## config.mk

```make
export PLATFORM = sky130hd
export DESIGN_NAME = ntt_demux7_scatter_flat
export DESIGN_NICKNAME = d
export VERILOG_FILES = /design/src/rtl/ntt_demux7_scatter_if.sv /design/src/rtl/ntt_demux7_scatter.sv /design/src/flat_wrapper.sv
export SDC_FILE = /design/constraint.sdc
export NUM_CORES = 1
export LEC_CHECK = 0
export ABC_AREA = 1
export CORE_MARGIN = 4
export CORE_UTILIZATION = 45
export CTS_BUF_LIST = sky130_fd_sc_hd__clkbuf_8
export DETAILED_ROUTE_END_ITERATION = 7
export PLACE_DENSITY = 0.71
export SYNTH_ARGS = -nofsm -noshare
export SYNTH_HDL_FRONTEND = slang
export SYNTH_SLANG_ARGS = --single-unit
```

## constraint.sdc

```tcl
create_clock -name clk -period 2.8 [get_ports clk]
set_input_delay 0.84 -clock clk [delete_from_list [all_inputs] [get_ports clk]]
set_output_delay 0.84 -clock clk [all_outputs]
set_load 0.01 [all_outputs]
```

## src/rtl/ntt_demux7_scatter_if.sv

```systemverilog
// ntt_demux7_scatter_if
//   Bundles the coefficient input handshake and the seven lane output
//   handshakes of the 1-to-7 coefficient distributor.
//   master : producer/consumer side (drives input word, select, lane readies)
//   slave  : the distributor itself
//   Signals:
//     auto_sel  1            1 = round-robin lane choice, 0 = use in_sel
//     in_valid  1            input word valid
//     in_ready  1            distributor accepts the word this cycle
//     in_data   WIDTH        coefficient
//     in_sel    3            destination lane in manual mode
//     out_valid LANES        per-lane output valid
//     out_ready LANES        per-lane consumer ready
//     out_data  LANES*WIDTH  lane i on bits [i*WIDTH +: WIDTH]
//     lane_done LANES        1-cycle pulse after a lane's BURST-th word
//     rr_ptr    3            current round-robin pointer
//     sel_err   1            sticky invalid-select flag
interface ntt_demux7_scatter_if #(
    parameter int WIDTH = 16,
    parameter int LANES = 7
);
    logic                   auto_sel;
    logic                   in_valid;
    logic                   in_ready;
    logic [WIDTH-1:0]       in_data;
    logic [2:0]             in_sel;
    logic [LANES-1:0]       out_valid;
    logic [LANES-1:0]       out_ready;
    logic [LANES*WIDTH-1:0] out_data;
    logic [LANES-1:0]       lane_done;
    logic [2:0]             rr_ptr;
    logic                   sel_err;

    modport master (
        output auto_sel, in_valid, in_data, in_sel, out_ready,
        input  in_ready, out_valid, out_data, lane_done, rr_ptr, sel_err
    );

    modport slave (
        input  auto_sel, in_valid, in_data, in_sel, out_ready,
        output in_ready, out_valid, out_data, lane_done, rr_ptr, sel_err
    );
endinterface

```

## src/rtl/ntt_demux7_scatter.sv

```systemverilog
// ntt_demux7_scatter
//   1-to-7 coefficient distributor. Each accepted input word is written into
//   one of seven lane output registers, chosen either by in_sel or by an
//   internal round-robin pointer. Each lane has its own valid/ready toward
//   its consumer; a per-lane word counter pulses lane_done once per BURST
//   accepted words.
//   Ports:
//     clk  system clock
//     rst  synchronous active-high reset
//     bus  ntt_demux7_scatter_if.slave (input handshake, lane handshakes,
//          lane_done, rr_ptr, sel_err)
module ntt_demux7_scatter #(
    parameter int WIDTH = 16,
    parameter int LANES = 7,
    parameter int BURST = 256
) (
    input  logic                  clk,
    input  logic                  rst,
    ntt_demux7_scatter_if.slave   bus
);
    localparam int CW = (BURST > 1) ? $clog2(BURST) : 1;
    localparam logic [2:0] SEL_BAD = 3'd7;

    logic [LANES-1:0]       out_valid_q, out_valid_d;
    logic [LANES*WIDTH-1:0] out_data_q,  out_data_d;
    logic [LANES-1:0]       lane_done_q, lane_done_d;
    logic [CW-1:0]          cnt_q [LANES];
    logic [CW-1:0]          cnt_d [LANES];
    logic [2:0]             rr_ptr_q, rr_ptr_d;
    logic                   sel_err_q, sel_err_d;

    logic [2:0]             tgt;
    logic [7:0]             lane_free;
    logic                   in_ready;
    logic                   accept;
    logic [LANES-1:0]       load;

    // Select code 7 maps to an always-free slot: the word is taken and
    // dropped, so a bad select never stalls the input.
    assign lane_free = {1'b1, ~out_valid_q | bus.out_ready};

    always_comb begin
        tgt      = bus.auto_sel ? rr_ptr_q : bus.in_sel;
        // Held low during reset so no producer sees a completed handshake
        // for a word the reset is about to discard.
        in_ready = !rst && lane_free[tgt];
        accept   = bus.in_valid && in_ready;
        for (int unsigned i = 0; i < LANES; i++) begin
            load[i] = accept && (tgt == 3'(i));
        end
    end

    always_comb begin
        out_valid_d = out_valid_q;
        out_data_d  = out_data_q;
        lane_done_d = '0;
        rr_ptr_d    = rr_ptr_q;
        sel_err_d   = sel_err_q;
        for (int unsigned i = 0; i < LANES; i++) begin
            cnt_d[i] = cnt_q[i];
            if (load[i]) begin
                // Load wins over a same-cycle drain, giving 1 word/cycle
                // throughput on a single lane.
                out_valid_d[i]                = 1'b1;
                out_data_d[i*WIDTH +: WIDTH]  = bus.in_data;
                if (cnt_q[i] == CW'(BURST - 1)) begin
                    cnt_d[i]       = '0;
                    lane_done_d[i] = 1'b1;
                end else begin
                    cnt_d[i] = cnt_q[i] + 1'b1;
                end
            end else if (bus.out_ready[i]) begin
                // Drain only; data holds its last value.
                out_valid_d[i] = 1'b0;
            end
        end
        if (accept && bus.auto_sel) begin
            rr_ptr_d = (rr_ptr_q == 3'(LANES - 1)) ? '0 : rr_ptr_q + 3'd1;
        end
        if (accept && !bus.auto_sel && (bus.in_sel == SEL_BAD)) begin
            sel_err_d = 1'b1;
        end
    end

    always_ff @(posedge clk) begin
        if (rst) begin
            out_valid_q <= '0;
            out_data_q  <= '0;
            lane_done_q <= '0;
            rr_ptr_q    <= '0;
            sel_err_q   <= 1'b0;
            for (int unsigned i = 0; i < LANES; i++) begin
                cnt_q[i] <= '0;
            end
        end else begin
            out_valid_q <= out_valid_d;
            out_data_q  <= out_data_d;
            lane_done_q <= lane_done_d;
            rr_ptr_q    <= rr_ptr_d;
            sel_err_q   <= sel_err_d;
            for (int unsigned i = 0; i < LANES; i++) begin
                cnt_q[i] <= cnt_d[i];
            end
        end
    end

    assign bus.in_ready  = in_ready;
    assign bus.out_valid = out_valid_q;
    assign bus.out_data  = out_data_q;
    assign bus.lane_done = lane_done_q;
    assign bus.rr_ptr    = rr_ptr_q;
    assign bus.sel_err   = sel_err_q;
endmodule
```

## src/flat_wrapper.sv

```systemverilog
// flat-port wrapper written by rule: the top's interface ports become plain ports
module ntt_demux7_scatter_flat 
#(
    parameter int WIDTH = 16,
    parameter int LANES = 7,
    parameter int BURST = 256
)
  (clk, rst, bus_auto_sel, bus_in_valid, bus_in_data, bus_in_sel, bus_out_ready, bus_in_ready, bus_out_valid, bus_out_data, bus_lane_done, bus_rr_ptr, bus_sel_err);
  ntt_demux7_scatter_if #(.WIDTH(WIDTH), .LANES(LANES)) bus_i ();
  input  logic clk;
  input  logic rst;
  input wire logic [$bits(bus_i.auto_sel)-1:0] bus_auto_sel;
  input wire logic [$bits(bus_i.in_valid)-1:0] bus_in_valid;
  input wire logic [$bits(bus_i.in_data)-1:0] bus_in_data;
  input wire logic [$bits(bus_i.in_sel)-1:0] bus_in_sel;
  input wire logic [$bits(bus_i.out_ready)-1:0] bus_out_ready;
  output wire logic [$bits(bus_i.in_ready)-1:0] bus_in_ready;
  output wire logic [$bits(bus_i.out_valid)-1:0] bus_out_valid;
  output wire logic [$bits(bus_i.out_data)-1:0] bus_out_data;
  output wire logic [$bits(bus_i.lane_done)-1:0] bus_lane_done;
  output wire logic [$bits(bus_i.rr_ptr)-1:0] bus_rr_ptr;
  output wire logic [$bits(bus_i.sel_err)-1:0] bus_sel_err;
  assign bus_i.auto_sel = bus_auto_sel;
  assign bus_i.in_valid = bus_in_valid;
  assign bus_i.in_data = bus_in_data;
  assign bus_i.in_sel = bus_in_sel;
  assign bus_i.out_ready = bus_out_ready;
  assign bus_in_ready = bus_i.in_ready;
  assign bus_out_valid = bus_i.out_valid;
  assign bus_out_data = bus_i.out_data;
  assign bus_lane_done = bus_i.lane_done;
  assign bus_rr_ptr = bus_i.rr_ptr;
  assign bus_sel_err = bus_i.sel_err;
  ntt_demux7_scatter #(.WIDTH(WIDTH), .LANES(LANES), .BURST(BURST)) u_core (.clk(clk), .rst(rst), .bus(bus_i));
endmodule
```

==> results_dict.tcl, run 1 <==
set metrics [dict create \
    clkLatencyLatePin_ps 470 \
    peakVddDrop_mv 0.309 \
    hpwl_mm 16.2 \
    crit_path_start_kind "input pin" \
    fmax_mhz 368 \
    post_drt_wl_per_cell_um 16.3 \
    syn2layout_area_growth_pct 30.6 \
    viasPerCell 5.50 \
    yosys_warnings 0 \
    status "completed" \
    drv_slew 0 \
    cts_sinks 186 \
    syn_avg_cell_area_um2 7.28 \
    final_cell_mix "266 x nand2_1, 186 x dfxtp_1, 168 x nand4_1" \
    dr.pass1.iters 6 \
    dieArea_mm2 0.0211 \
    num_rows 49 \
    hold_viol 0 \
    drv_cap 0 \
    htree_levels 4 \
    mostFrequentLayoutCell "nand2_1" \
    tritoncts "yes" \
    finalCritPeriodShare 0.972 \
    routed-via-count 8562 \
    worst_clock_skew_ps 11.1 \
    netlist.area_leader.share 0.440 \
    die_w_um 145 \
    track_usage 0.231 \
    cp.arrival_ps 1880 \
    cts-root-buf "clkbuf_8" \
    grt_pass1_vias 7859 \
    yosys_register_bits 186 \
    grt_max_degree 171 \
    p_sw_mw 1.42 \
    p_comb_frac 0.103 \
    critPathMaxFanout 2 \
    postRouteAntennaNets 0 \
    grt_pass1_wl_mm 40.7 \
    synthTopCellsByArea "dfxtp_1 44%, nand4_1 12%, nand2_1 12%" \
    synth_nets 1201 \
    cts_buffers 17 \
    slew_headroom 0.480 \
    drive_gt1_frac 0.111 \
    routed_wl_mm 25.4 \
    setup_tns_ps 0 \
    seq_power_share 0.545 \
    synth_cells 1164 \
    worst_pin_slew_ps 780 \
    drc 0 \
    die_y_um 145 \
    fin_util 0.608 \
    overflow 0 \
    coreArea_mm2 0.0182 \
    endpoint_kind "output port" \
    path_class "in2out" \
    leakagePower_nw 4.03 \
    setup_viol 0 \
    antenna_found_initial 0 \
    cp.required_ps 1960 \
    swShare 0.286 \
    yosysSeqAreaShare 0.440 \
    cts.clk_slew.worst_paths_ps 100 \
    powerDensity_mw_per_mm2 447 \
    io_pins 161 \
    synth_top_cell_by_area "dfxtp_1" \
    clockBufferDepth 2 \
    nNetsFinal 1353 \
    drtIter0Drc 685 \
    diodes 0 \
    internal_power_mw 3.53 \
    syn_area_mm2 0.00847 \
    start_util 0.465 \
    io_buffers 160 \
    min_period_ps 2720 \
    clockPowerShare 0.353 \
    synth.distinct_cells 27 \
    hold_class "reg2reg" \
    place_congestion 0.811 \
]
cells by family (layout without fill, tap and decap cells):
logic type               Yosys count  count (layout)  synth area share
AO/OA/AOI/OAI                    164             164             0.100
adder cells (fa/ha/maj)            7               7            0.0103
XOR/XNOR                          10              10            0.0103
buffers and inverters            177             342            0.0867
AND/OR/NAND/NOR                  620             620             0.353
flip-flops                       186             186             0.440
timing repair:
action | 4_1_cts | 5_1_grt
setup buffers | 13 | 1
setup endpoints to repair | 29 | 165
hold buffers | 0 | 0
resized for setup | 37 | 15
pin swaps | 12 | 6
layout make-up:
class / instances / area, µm²
Fill cell: 1627 / 7140
Multi-Input combinational cell: 801 / 4110
Sequential cell: 186 / 3720
Timing Repair Buffer: 223 / 2240
Inverter: 87 / 327
Tap cell: 229 / 287
Clock buffer: 18 / 248
Clock inverter: 14 / 131
per-stage QoR:
stage / cell area (µm²) / hold slack, ps / total power [mW] / std cells / worst slack, ps
5_1_grt: 11100 / 492 / 5.13 / 1558 / -5.05
2_1_floorplan: 8470 / 458 / 3.01 / 1164 / 76.0
3_5_place_dp: 10500 / 451 / 3.25 / 1514 / -818
6_report: 11100 / 462 / 4.95 / 1558 / 79.4
4_1_cts: 11000 / 469 / 4.97 / 1557 / 13.1
3_3_place_gp: 10500 / 442 / 3.25 / 1514 / -807
sequential cells by signal, summed over array words and instances (netlist names):
| register | flops |
|---|---|
| u_core.bus.lane_done | 7 |
| u_core.cnt_q | 56 |
| u_core.bus.rr_ptr | 3 |
| u_core.bus.out_data | 112 |
| u_core.bus.sel_err | 1 |
| u_core.bus.out_valid | 7 |
cells in the mapped netlist, drive strengths merged:
library cell,instances
dfxtp,186
nor3,14
o21bai,10
nand3,37
o21ai,3
inv,87
buf,37
clkbuf,53
a21oi,151
nor2,113
ha,7
nand2,276
nand4,175
xnor2,3
or2,5
xor2,7
worst paths after layout:
path,startpoint,to,slack (ps),cells after the start
worst max-delay path,bus_out_ready[0],bus_in_ready,80,8
worst min-delay path,u_core.bus.sel_err$_SDFFE_PP0P_,u_core.bus.sel_err$_SDFFE_PP0P_,460,2
worst max register to register,u_core.bus.rr_ptr[0]$_SDFFE_PP0P_,u_core.bus.out_data[37]$_SDFFE_PP0P_,190,17
worst min register to register,u_core.bus.sel_err$_SDFFE_PP0P_,u_core.bus.sel_err$_SDFFE_PP0P_,460,2
power by group through the flow:
stage	Clock (mW)	Combinational (mW)	Sequential, mW
after floorplan	0	0.248	2.77
after global placement	0	0.490	2.76
after detailed placement	0	0.491	2.76
after CTS	1.78	0.498	2.70
after global routing	1.89	0.541	2.70
final	1.75	0.508	2.70
metal layers:
metal,routed length [µm],up-vias,share of wire,global-route usage
met3,2210,44,0.087,0.0717
met5,0,-,0,0
met4,588,0,0.023,0.0836
li1,-,4235,-,-
met1,11400,3979,0.45,0.314
met2,11200,304,0.44,0.347
critical path, cell delays in order:
cell	delay, ps
dlygate4sd2_1	240
nor2_2	140
nand3_1	100
nand2_1	100
nand2_2	90
a21oi_4	180
nor2_4	60
buf_6	120
Power figures use the tool's default switching activity.
==> inputs of run 2 (changes only) <==
- CORE_ASPECT_RATIO: default -> 1.75
==> results_dict.tcl, run 2 (synthesized netlist as in run 1, its figures left out) <==
set metrics [dict create \
    status "completed" \
    start_util 0.456 \
    clockBufferDepth 2 \
    syn2layout_area_growth_pct 31.0 \
    tritoncts "yes" \
    fillerInstances 1718 \
    largest_register_ffs 112 \
    rr_endpoint "u_core.bus.out_data[53]$_SDFFE_PP0P_" \
    place_congestion 0.848 \
    dr.pass1.iters 5 \
    antenna_found_initial 0 \
    cts_sinks 186 \
    io_pins 161 \
    peakVddDrop_mv 0.515 \
    num_rows 66 \
    cp.required_ps 1960 \
    endpoint_kind "output port" \
    seq_power_share 0.510 \
    worst_clock_skew_ps 15.5 \
    post_drt_wl_per_cell_um 16.9 \
    r2r-start "u_core.bus.rr_ptr[0]$_SDFFE_PP0P_" \
    postRouteAntennaNets 0 \
    swShare 0.257 \
    crit_path_start_kind "input pin" \
    hpwl_mm 17.1 \
    htree_levels 4 \
    grt_pass1_wl_mm 41.5 \
    finalCritPeriodShare 0.994 \
    clockPowerShare 0.391 \
    p_sw_mw 1.36 \
    p_comb_frac 0.099 \
    dieArea_mm2 0.0212 \
    cts_buffers 17 \
    setup_tns_ps 0 \
    placed_cell_area_mm2 0.0105 \
    slew_headroom 0.305 \
    drv_cap 0 \
    overflow 0 \
    hold_class "reg2reg" \
    drc 0 \
    setup.worst_path.end "bus_in_ready" \
    powerDensity_mw_per_mm2 477 \
    coreArea_mm2 0.0186 \
    clkLatencyLatePin_ps 470 \
    diodes 0 \
    final_cell_mix "269 x nand2_1, 186 x dfxtp_1, 168 x nand4_1" \
    final_area_mm2 0.0111 \
    worst_pin_slew_ps 1040 \
    fin_util 0.597 \
    cp.arrival_ps 1940 \
    mostFrequentLayoutCell "nand2_1" \
    min_period_ps 2780 \
    drive_gt1_frac 0.104 \
    setup_viol 0 \
    drv_slew 0 \
    io_buffers 160 \
    internal_power_mw 3.93 \
    grt_max_degree 118 \
    fmax_mhz 359 \
    routed_wl_mm 26.3 \
    reg2reg_depth 11 \
    die_w_um 112 \
    cts.clk_slew.worst_paths_ps 100 \
    nNetsFinal 1344 \
    path_class "in2out" \
    rrSetupSlack_ps 390 \
    leakagePower_nw 4.06 \
    hold_viol 0 \
    routed-via-count 8639 \
    die_y_um 190 \
    viasPerCell 5.55 \
    critPathMaxFanout 2 \
    cts-root-buf "clkbuf_8" \
    drtIter0Drc 571 \
    grt_pass1_vias 7991 \
    crit_start "bus_out_ready[3]" \
    track_usage 0.241 \
]
==> run 2: cell count changes in the layout (fill, tap and decap cells not counted), sizes merged, moves of 3 or more <==
cell	previous run	this run
buf	67	57
bufinv	0	5
inv	95	91
dlygate4sd2	7	4
dlymetal6s2s	2	5
==> run 2: metal layers <==
metal	vias to the layer above	GRT usage	wire length (µm)
met2	316	0.413	13300
li1	4222	-	-
met3	51	0.0624	1810
met5	-	0	0
met4	0	0.0988	894
met1	4050	0.286	10400
==> run 2: cell type report <==
| class | count | area, µm² | area share |
|---|---|---|---|
| Clock buffer | 17 | 234 | 0.0211 |
| Clock inverter | 14 | 221 | 0.0200 |
| Inverter | 87 | 327 | 0.0294 |
| Multi-Input combinational cell | 801 | 4100 | 0.370 |
| Sequential cell | 186 | 3720 | 0.336 |
| Tap cell | 238 | 298 | 0.0268 |
| Timing Repair Buffer | 214 | 2190 | 0.198 |
==> run 2: metrics by stage <==
step                total power [mW]  hold WS (ps)  worst slack (ps)  cells
floorplan                       3.01           458              76.0   1164
global placement                3.25           439              -788   1520
detailed placement              3.25           442              -811   1520
CTS                             5.30           457             0.708   1553
global route                    5.47           488             -44.5   1557
finish                          5.29           455              15.7   1557
==> run 2: worst min-delay path by stage <==
stage / start / to / slack (ps) / cells past startpoint
after floorplan: u_core.cnt_q[0][6]$_SDFFE_PP0P_ / u_core.cnt_q[0][6]$_SDFFE_PP0P_ / 460 / 2
after global placement: u_core.bus.sel_err$_SDFFE_PP0P_ / u_core.bus.sel_err$_SDFFE_PP0P_ / 440 / 2
after detailed placement: u_core.bus.sel_err$_SDFFE_PP0P_ / u_core.bus.sel_err$_SDFFE_PP0P_ / 440 / 2
after CTS: u_core.bus.sel_err$_SDFFE_PP0P_ / u_core.bus.sel_err$_SDFFE_PP0P_ / 460 / 2
after global routing: u_core.bus.out_data[48]$_SDFFE_PP0P_ / u_core.bus.out_data[48]$_SDFFE_PP0P_ / 490 / 2
final: u_core.bus.sel_err$_SDFFE_PP0P_ / u_core.bus.sel_err$_SDFFE_PP0P_ / 460 / 2
==> run 2: power by group through the flow <==
stage	combinational (mW)	sequential [mW]	clock, mW
after floorplan	0.248	2.77	0
after global placement	0.495	2.76	0
after detailed placement	0.497	2.76	0
after CTS	0.504	2.70	2.10
after global routing	0.558	2.70	2.21
final	0.523	2.70	2.07
==> run 2: what timing repair did <==
action / 4_1_cts / 5_1_grt
hold buffers: 0 / 0
buffers inserted: 3 / 4
gates resized for setup: 28 / 13
pin swaps: 14 / 17
gates cloned: 0 / 1
setup endpoints to repair: 118 / 117
==> run 2: critical path: stages <==
cell and delay [ps]:
clkdlybuf4s50_1 410, nor2_2 100, nand2_1 60, nand2_1 100, nand2_2 100, a21oi_4 150, nor2_4 50, buf_6 130
==> inputs of run 3 (changes only) <==
- GPL_TIMING_DRIVEN: default -> 1
==> results of run 3 <==
The final DEF is identical to that of run 2; final timing and power are the same.
